===== src/rtl/fetch_ctrl.sv =====
// PC / fetch sequencing ahead of InstFetch: tracks the in-flight word, a one-entry
// skid for decode stalls, redirect squash and HALT detection.
module fetch_ctrl #(
   parameter logic [31:0] RESET_PC  = 32'h0000_0000,
   parameter logic [31:0] HALT_INST = 32'hFFFF_FFFF
) (
   input  logic        clk,
   input  logic        rst_n,
   input  logic        stall,
   input  logic        redirect_valid,
   input  logic [31:0] redirect_pc,
   input  logic [31:0] inst_in,
   output logic [31:0] fetch_addr,
   output logic        if_valid,
   output logic [31:0] if_pc,
   output logic [31:0] if_pc_plus4,
   output logic [31:0] if_inst,
   output logic        halted
);

   typedef enum logic {RUN, HALTED} state_t;

   state_t      state_q, state_d;
   logic [31:0] pc_q, pc_d;
   logic [31:0] infl_pc_q, infl_pc_d;
   logic        infl_valid_q, infl_valid_d;
   logic [31:0] hold_inst_q, hold_inst_d;
   logic        hold_valid_q, hold_valid_d;

   assign fetch_addr  = {2'b00, pc_q[31:2]};
   assign if_valid    = infl_valid_q;
   assign if_pc       = infl_pc_q;
   assign if_pc_plus4 = infl_pc_q + 32'd4;
   assign if_inst     = hold_valid_q ? hold_inst_q : inst_in;
   assign halted      = (state_q == HALTED);

   always_comb begin
      state_d      = state_q;
      pc_d         = pc_q;
      infl_pc_d    = infl_pc_q;
      infl_valid_d = infl_valid_q;
      hold_inst_d  = hold_inst_q;
      hold_valid_d = hold_valid_q;
      if (redirect_valid) begin
         pc_d         = redirect_pc & ~32'd3;
         infl_valid_d = 1'b0;
         hold_valid_d = 1'b0;
         state_d      = RUN;
      end else if (state_q == HALTED) begin
         // frozen; InstFetch keeps re-reading pc_q, which is harmless
      end else if (infl_valid_q && !stall && if_inst == HALT_INST) begin
         state_d      = HALTED;
         infl_valid_d = 1'b0;
         hold_valid_d = 1'b0;
      end else if (stall) begin
         // inst_in tracks the next word while pc_q is held, so park the current one
         if (!hold_valid_q && infl_valid_q) begin
            hold_inst_d  = inst_in;
            hold_valid_d = 1'b1;
         end
      end else begin
         infl_pc_d    = pc_q;
         infl_valid_d = 1'b1;
         pc_d         = pc_q + 32'd4;
         hold_valid_d = 1'b0;
      end
   end

   always_ff @(posedge clk or negedge rst_n) begin
      if (!rst_n) begin
         state_q      <= RUN;
         pc_q         <= RESET_PC;
         infl_pc_q    <= 32'd0;
         infl_valid_q <= 1'b0;
         hold_inst_q  <= 32'd0;
         hold_valid_q <= 1'b0;
      end else begin
         state_q      <= state_d;
         pc_q         <= pc_d;
         infl_pc_q    <= infl_pc_d;
         infl_valid_q <= infl_valid_d;
         hold_inst_q  <= hold_inst_d;
         hold_valid_q <= hold_valid_d;
      end
   end

endmodule


===== config.mk =====
export PLATFORM = sky130hd
export DESIGN_NAME = fetch_ctrl
export DESIGN_NICKNAME = d
export VERILOG_FILES = /design/src/rtl/fetch_ctrl.sv
export SDC_FILE = /design/constraint.sdc
export NUM_CORES = 1
export LEC_CHECK = 0
export ABC_CLOCK_PERIOD_IN_PS = 5000
export CAP_MARGIN = 0
export CORE_MARGIN = 5
export CORE_UTILIZATION = 29
export CTS_BUF_LIST = sky130_fd_sc_hd__clkbuf_4
export CTS_CLUSTER_DIAMETER = 120
export DETAILED_ROUTE_END_ITERATION = 16
export GPL_TIMING_DRIVEN = 0
export PLACE_DENSITY = 0.64
export SLEW_MARGIN = 15
export SYNTH_ARGS = -nofsm -noshare
export SYNTH_HDL_FRONTEND = slang
export SYNTH_SLANG_ARGS = --single-unit

===== constraint.sdc =====
create_clock -name clk -period 5 [get_ports clk]
set_clock_uncertainty 0.2 [all_clocks]
set_input_delay 0.5 -clock clk [delete_from_list [all_inputs] [get_ports clk]]
set_output_delay 0.5 -clock clk [all_outputs]
set_load 0.03 [all_outputs]

# After elaboration in Yosys (flattened, before gate mapping)
# Index checks and enable logic that the tools add are counted.
# op_classes
n_addsub	2
n_eq_ne	6
mux	17
bitwise	4
reduce_logical	10
# ops
cell	n
$mux W32	5
$add A32 B3 Y32 const B	2
$eq A32 B32 Y1 const B	1
$mux W1	12
$reduce_and A5 Y1	1
$ne A2 B2 Y1 const B	2
$ne A4 B1 Y1 const B	1
$not A1 Y1	4
$reduce_and A2 Y1	2
$reduce_and A4 Y1	1
$logic_and A1 B1 Y1	3
$ne A3 B1 Y1 const B	1
$reduce_and A3 Y1	1
$logic_not A1 Y1	2
$ne A2 B1 Y1 const B	1
# word_totals
ff_bits	99
inputBits	68
out_inout_bits	130
elab_cells	45

# Longest topological paths before layout
# depth
depth_word	7
ltp_mapped	10
ltp_nobuf	7

# Least setup slack after synthesis
# Ideal clock, no wire load.
# synth_path
path_type	reg-to-output
from	register infl_pc_q[2] (netlist: if_pc[2])
to	output port if_pc_plus4[30]
arrival_time_ns	2.328
t_required_ns	4.300
slack_ns	1.972
stages_incl_launch_ff	8
path_buffers	0
path_cell_list	dfrtp_1 -> ha_1 -> and3_1 -> nand4_1 -> nor2_1 -> and4_1 -> nand4_1 -> xnor2_1
# synth_between
elab_chain_cells	1
# synth_rtl
element	line	rtl
start: declaration	25	logic [31:0] infl_pc_q, infl_pc_d;
start signal: assignment	80	infl_pc_q <= infl_pc_d;
$add A32 B3 Y32	33	assign if_pc_plus4 = infl_pc_q + 32'd4;
end: declaration	16	output logic [31:0] if_pc_plus4,
# No other way between the ends.

# Final worst setup path
# Same ends and word-level chain as after synthesis.

==> reports/summary.txt <==
Antenna diodes: 0
Pre-CTS setup slack: 1.43 ns
Via count: 4925
H-tree depth: 3
Max-slew headroom at the worst pin: 0.486
Grt ovf: 0
Crit-path cells: ha_1, and3_1, nand4_1, nor2_1, and4_1, nand4_1, xnor2_1, clkdlybuf4s50_1
GR Util All Layers: 0.164
Port-buffer cells: 189
Sw Share: 0.382
Final slew viol count: 0
CTS buffer count: 9
Final ANT Viol Nets: 0
Fmax: 247 MHz
Vias in the first global route: 5032
Hold WC Path Type: in2async
Post-Route Setup TNS: 0 ns
Die area: 21600 µm²
Top cells by area, synth: dfrtp_1 44%, mux2_2 18%, a31oi_1 3.2%
Cells after synthesis: 532
Initial DRC count: 201
Drt wl/cell: 18.1 µm
Ys async rst share: 1.00
Tot Pwr: 2.47 mW
Final period utilization: 0.809
FF/Latch Area: 2380 µm²
Register area share after synthesis: 0.437
Slowest cell on crit path: clkdlybuf4s50_1
First-pass GRT wire length: 28500 µm
Max Cap Viol: 0
Initial antenna violation count: 2
Routed WL: 17700 µm
CP peak stage delay: 0.68 ns
CP endpoint kind: output port
Gpl congestion: 0.790
Nets: 809
Mapped Area: 5440 µm²
Pin count of the biggest net entering global routing: 54
CTS resizes: 0
WS Path Type: reg2out
Number of enable flip-flop cells after synthesis: 0
Starting Density: 0.293
Share of layout cells above drive strength 1: 0.164
Combinational Power Share: 0.405
Placed inst area: 7670 µm²
Hpwl dp: 13500 µm
Max Buffers Root-to-Sink: 2
Routed vias/inst: 5.04
Layout area overhead: 43.6%
Drt drc: 0
Yosys top cell by area: dfrtp_1
Multi-input gate area: 2850 µm²
RSZ-0062 raised after global routing: false
Placed Cells: 961
CP arrival: 3.34 ns
CP bufs+invs: 1
WHS: 0.301 ns
Most used cell, CP: nand4_1
Most frequent cells in the layout: 188 x clkdlybuf4s50_1, 95 x dfrtp_1, 86 x mux2_2
Slew of the pin with the lowest slew margin: 0.765 ns
Yosys top cell area share: 0.437
Skew-Pair Late Insertion Delay: 0.47 ns
Worst Path Max Fanout: 6
DIE WIDTH: 147 µm
Commonest non-fill, non-tap cell in the layout: clkdlybuf4s50_1
Main synth FF type: dfrtp_1
CTS tree: built
Net Sw Power: 0.943 mW
Status: completed
Tmin final: 4.04 ns
CTS hold repair buffers: 1
Count of unique library cells instantiated by Yosys: 45
Cell Pwr Density: 317 nW/µm²
Worst path top cell family by delay: simple AND/OR/NAND/NOR gates
Non-filler instance count after layout: 978
Clock Sinks: 95
CTS clock-pin slew for the worst setup and hold paths: 0.15 ns
Register bit total from synthesis: 95
Seq pwr share: 0.427
Internal power: 1.53 mW
Core area: 18600 µm²
Required @ worst endpoint: 4.30 ns
Yosys warnings: 0
Fin util: 0.420
Avg Cell Area, Syn: 10.2 µm²
Final Hold Fails: 0
# fillers: 1820
Detailed-router iteration count before antenna repair: 4
Post-route cell area: 7800 µm²
Post-CTS setup buffer count: 0
Clock root cell: clkbuf_4
Final setup fails: 0
VDD IR max: 175 µV
I/O pin cnt: 198
Clock power frac: 0.168
Die Span Y: 147 µm
Fin worst setup slack: 0.956 ns
Pleak: 2.98 nW
Std-Cell Rows: 50
Critical Path Source Type: flip-flop
[cell type report]
cell class	instances	share of cell area
multi-input cells	399	0.366
flip-flops and latches	95	0.305
repair buffers	191	0.247
well taps	234	0.0375
plain buffers	36	0.0255
clock buffers	10	0.00962
clock inverters	6	0.00657
inverters	7	0.00337
[cells in the mapped netlist (all sizes together) (2+ instances only)]
cell type,instances
a21o,5
a21oi,5
a22oi,4
a31oi,28
and2,2
and3,11
and4,8
buf,20
clkbuf,16
dfrtp,95
ha,2
inv,7
mux2,87
nand2,37
nand2b,4
nand3,28
nand4,20
nand4b,2
nor2,44
nor2b,5
nor3,4
o21ai,11
o22ai,2
o31a,2
o31ai,18
or3,10
or4,18
xnor2,18
xor2,10
[power by group through the flow]
stage | Sequential [mW] | Combinational [mW] | Clock [mW]
3_5_place_dp | 1.07 | 1.01 | 0
2_1_floorplan | 1.17 | 0.453 | 0
4_1_cts | 1.06 | 1.01 | 0.439
5_1_grt | 1.08 | 1.06 | 0.459
6_report | 1.06 | 1.00 | 0.414
3_3_place_gp | 1.07 | 1.00 | 0
[final timing paths]
path / from / depth (start not counted) / endpoint / slack [ns]
setup / recovery: if_pc[2]$_DFFE_PN0P_ / 8 / if_pc_plus4[30] / 0.96
hold / removal: rst_n / 2 / pc_q[4]$_DFFE_PN0P_ / 0.30
setup reg to reg: hold_valid_q$_DFFE_PN0P_ / 8 / if_pc[30]$_DFFE_PN0P_ / 2.23
hold reg to reg: hold_inst_q[17]$_DFFE_PN0P_ / 1 / hold_inst_q[17]$_DFFE_PN0P_ / 0.32
max in group asynchronous: rst_n / 3 / pc_q[19]$_DFFE_PN0P_ / 3.68
min in group clk: hold_inst_q[17]$_DFFE_PN0P_ / 1 / hold_inst_q[17]$_DFFE_PN0P_ / 0.32
[registers in the layout, summed over array words and instances (netlist names)]
| signal | flops |
|---|---|
| hold_valid_q | 1 |
| pc_q | 30 |
| if_valid | 1 |
| hold_inst_q | 32 |
| if_pc | 30 |
| halted | 1 |
[cell families after synthesis]
family / synth area share
flops: 0.437
other cells: 0.000690
simple gates: 0.195
fa+ha+maj: 0.00460
mux: 0.181
compound gates: 0.0951
buf+inv: 0.0414
xor+xnor: 0.0451
[layer usage]
metal | vias to the layer above | part of all wire | GRT usage
li1 | 2378 | - | -
met1 | 2362 | 0.45 | 0.212
met2 | 164 | 0.45 | 0.261
met3 | 17 | 0.090 | 0.0635
met4 | 4 | 0.0093 | 0.0377
met5 | - | 0.0012 | 0
[worst register-to-register path: stages, from the launching register on]
cell	delay, ns
dfrtp_1	0.43
buf_2	0.26
nand2_1	0.10
o22ai_1	0.18
and4b_1	0.29
nand4_1	0.28
nand3_1	0.24
buf_2	0.32
mux2_2	0.38
No activity file was read; power rests on OpenSTA's default activity.
==> RTL edit (same settings) <==
`HALT_INST`: 32'hFFFF_FFFF -> 32'hBFFFFFFF.
--- a/src/rtl/fetch_ctrl.sv
+++ b/src/rtl/fetch_ctrl.sv
@@ -3,5 +3,5 @@
 module fetch_ctrl #(
    parameter logic [31:0] RESET_PC  = 32'h0000_0000,
-   parameter logic [31:0] HALT_INST = 32'hFFFF_FFFF
+   parameter logic [31:0] HALT_INST = 32'hBFFFFFFF
 ) (
    input  logic        clk,
Check against the original RTL: not equivalent (Yosys sat finds a counterexample within 4 cycles, from zero or initial values and one cycle with rst_n low).
==> RTL edit against the unedited design <==
- wire length rose by 1.0%
- synthesized area rose by 2.1%
- worst setup slack improved by 0.090 ns
- total power rose by 3.6%
- global-route usage fell by 0.21 points
- worst hold slack got worse by 0.094 ns
- final area rose by 1.5%
- sequential cell count did not move
- largest cell class unchanged
==> RTL edit: results (changes against the unedited design) <==
- The combined area of the multi-input logic cells is 0.00298 mm2 (+4.4%).
- The portion of the post-synthesis area used by sequential elements came to 42.8% (-0.91 points).
- The share of the core filled with cells in the final layout came to 42.2% (+0.22 points).
- The maximum VDD drop was 0.136 mV (-22%).
- The path depth of the worst reg2reg path came to 9 (+1).
- The final routed wirelength across all metal layers is 17,900 um (+1.0%).
- The placed instance count is 958 (-0.31%).
- The count of inverters other than clock inverters in the layout is 8 (+1).
- After synthesis, the cell types taking the most area are dfrtp_1 43%, mux2_2 18%, xnor2_1 3.0%.
- The number of clock-tree buffers in the layout is 11 (+1).
- The number of fillers in the final layout is 1,885 (+3.6%).
- The number of different library cells in the post-synthesis netlist is 53 (+18%).
- The maximum number of pins on one net before global-route repair came to 73 (+35%).
- The placed wire-length estimate is 13,700 um (+1.3%).
- The count of buffers inserted at the top-level ports is 188 (-0.53%).
- The total die area is 0.0220 mm2 (+2.0%).
- The sequential group share of total power is 42.0% (-0.7 points).
- The buffer share of cell area is 26.6% (-0.73 points).
- The cell internal power dissipation is 1.56 mW (+1.9%).
- The slew at the pin closest to its max-slew limit is 0.777 ns (+0.0119 ns).
- The initial antenna violation count was 0 (-2).
- The highest metal layer carrying signal wires in the routed design is met4.
- The via total after detailed routing came to 4,935 (+0.20%).
- The final-layout clock-cell area share came to 1.78% (+0.16 points).
- The post-detailed-route wirelength per cell is 18.4 um (+1.3%).
- The largest stage delay on the critical path is 0.71 ns (+0.03 ns).
- The share of total power in the clock network is 17.5% (+0.7 points).
- The cell area after placement is 0.00777 mm2 (+1.4%).
- The global routing usage on met3 was 5.09% (-1.3 points).
- The via count of the first global-routing pass is 4,961 (-1.4%).
- The ratio of cells with drive above 1 in the final layout was 17.5% (+1.1 points).
- The number of buffers inserted by hold repair at cts came to 1 (unchanged).
- The global placer's final weighted congestion is 0.786 (-0.48%).
- The cell count after synthesis came to 530 (-0.38%).
- The sum of met3 wire segment lengths after detailed routing is 1580 um (-1.7%).
- The number of DRC markers in iteration 0 is 247 (+23%).
- The net switching power was 1.00 mW (+6.2%).
- The pre-CTS worst setup slack came to 1.54 ns (+0.110 ns).
- The net count of the finished layout is 806 (-0.37%).
- The flip-flop count of the largest register, all copies and words added was 32 (unchanged).
- The leakage power figure is 3.04 nW (+2.0%).
- The all-layer global routing usage is 16.2% (-0.21 points).
- The critical path arrival is 3.25 ns (-0.09 ns).
- The flow ran to the end, and the final reports show no timing, DRC or antenna violations.
==> RTL edit: cell count changes in the layout (fill, tap and decap cells not counted), moves of 6 or more <==
cell,change
a22oi_1,+8
or4_1,-7
a31oi_1,-16
or3_1,-6
nand2_1,-7
mux2i_1,+10
and3_1,+7
nor2_1,-13
nor3_1,+10
o31ai_1,-11
==> RTL edit: cell families after synthesis <==
group           share of synthesized area, %
simple gates                            19.5
mux                                     19.7
flops                                   42.8
compound gates                          9.13
buf+inv                                 3.85
xor+xnor                                4.58
fa+ha+maj                              0.451
other cells                           0.0675
==> RTL edit: worst paths after layout <==
check | from | slack [ns] | to
hold reg to reg | hold_inst_q[1] | 0.33 | hold_inst_q[1]
setup reg to reg | hold_valid_q | 2.09 | pc_q[19]
max in group asynchronous | rst_n | 3.72 | pc_q[29]
setup / recovery | if_pc[2] | 1.05 | if_pc_plus4[26]
min in group clk | hold_inst_q[1] | 0.33 | hold_inst_q[1]
hold / removal | rst_n | 0.21 | hold_inst_q[14]
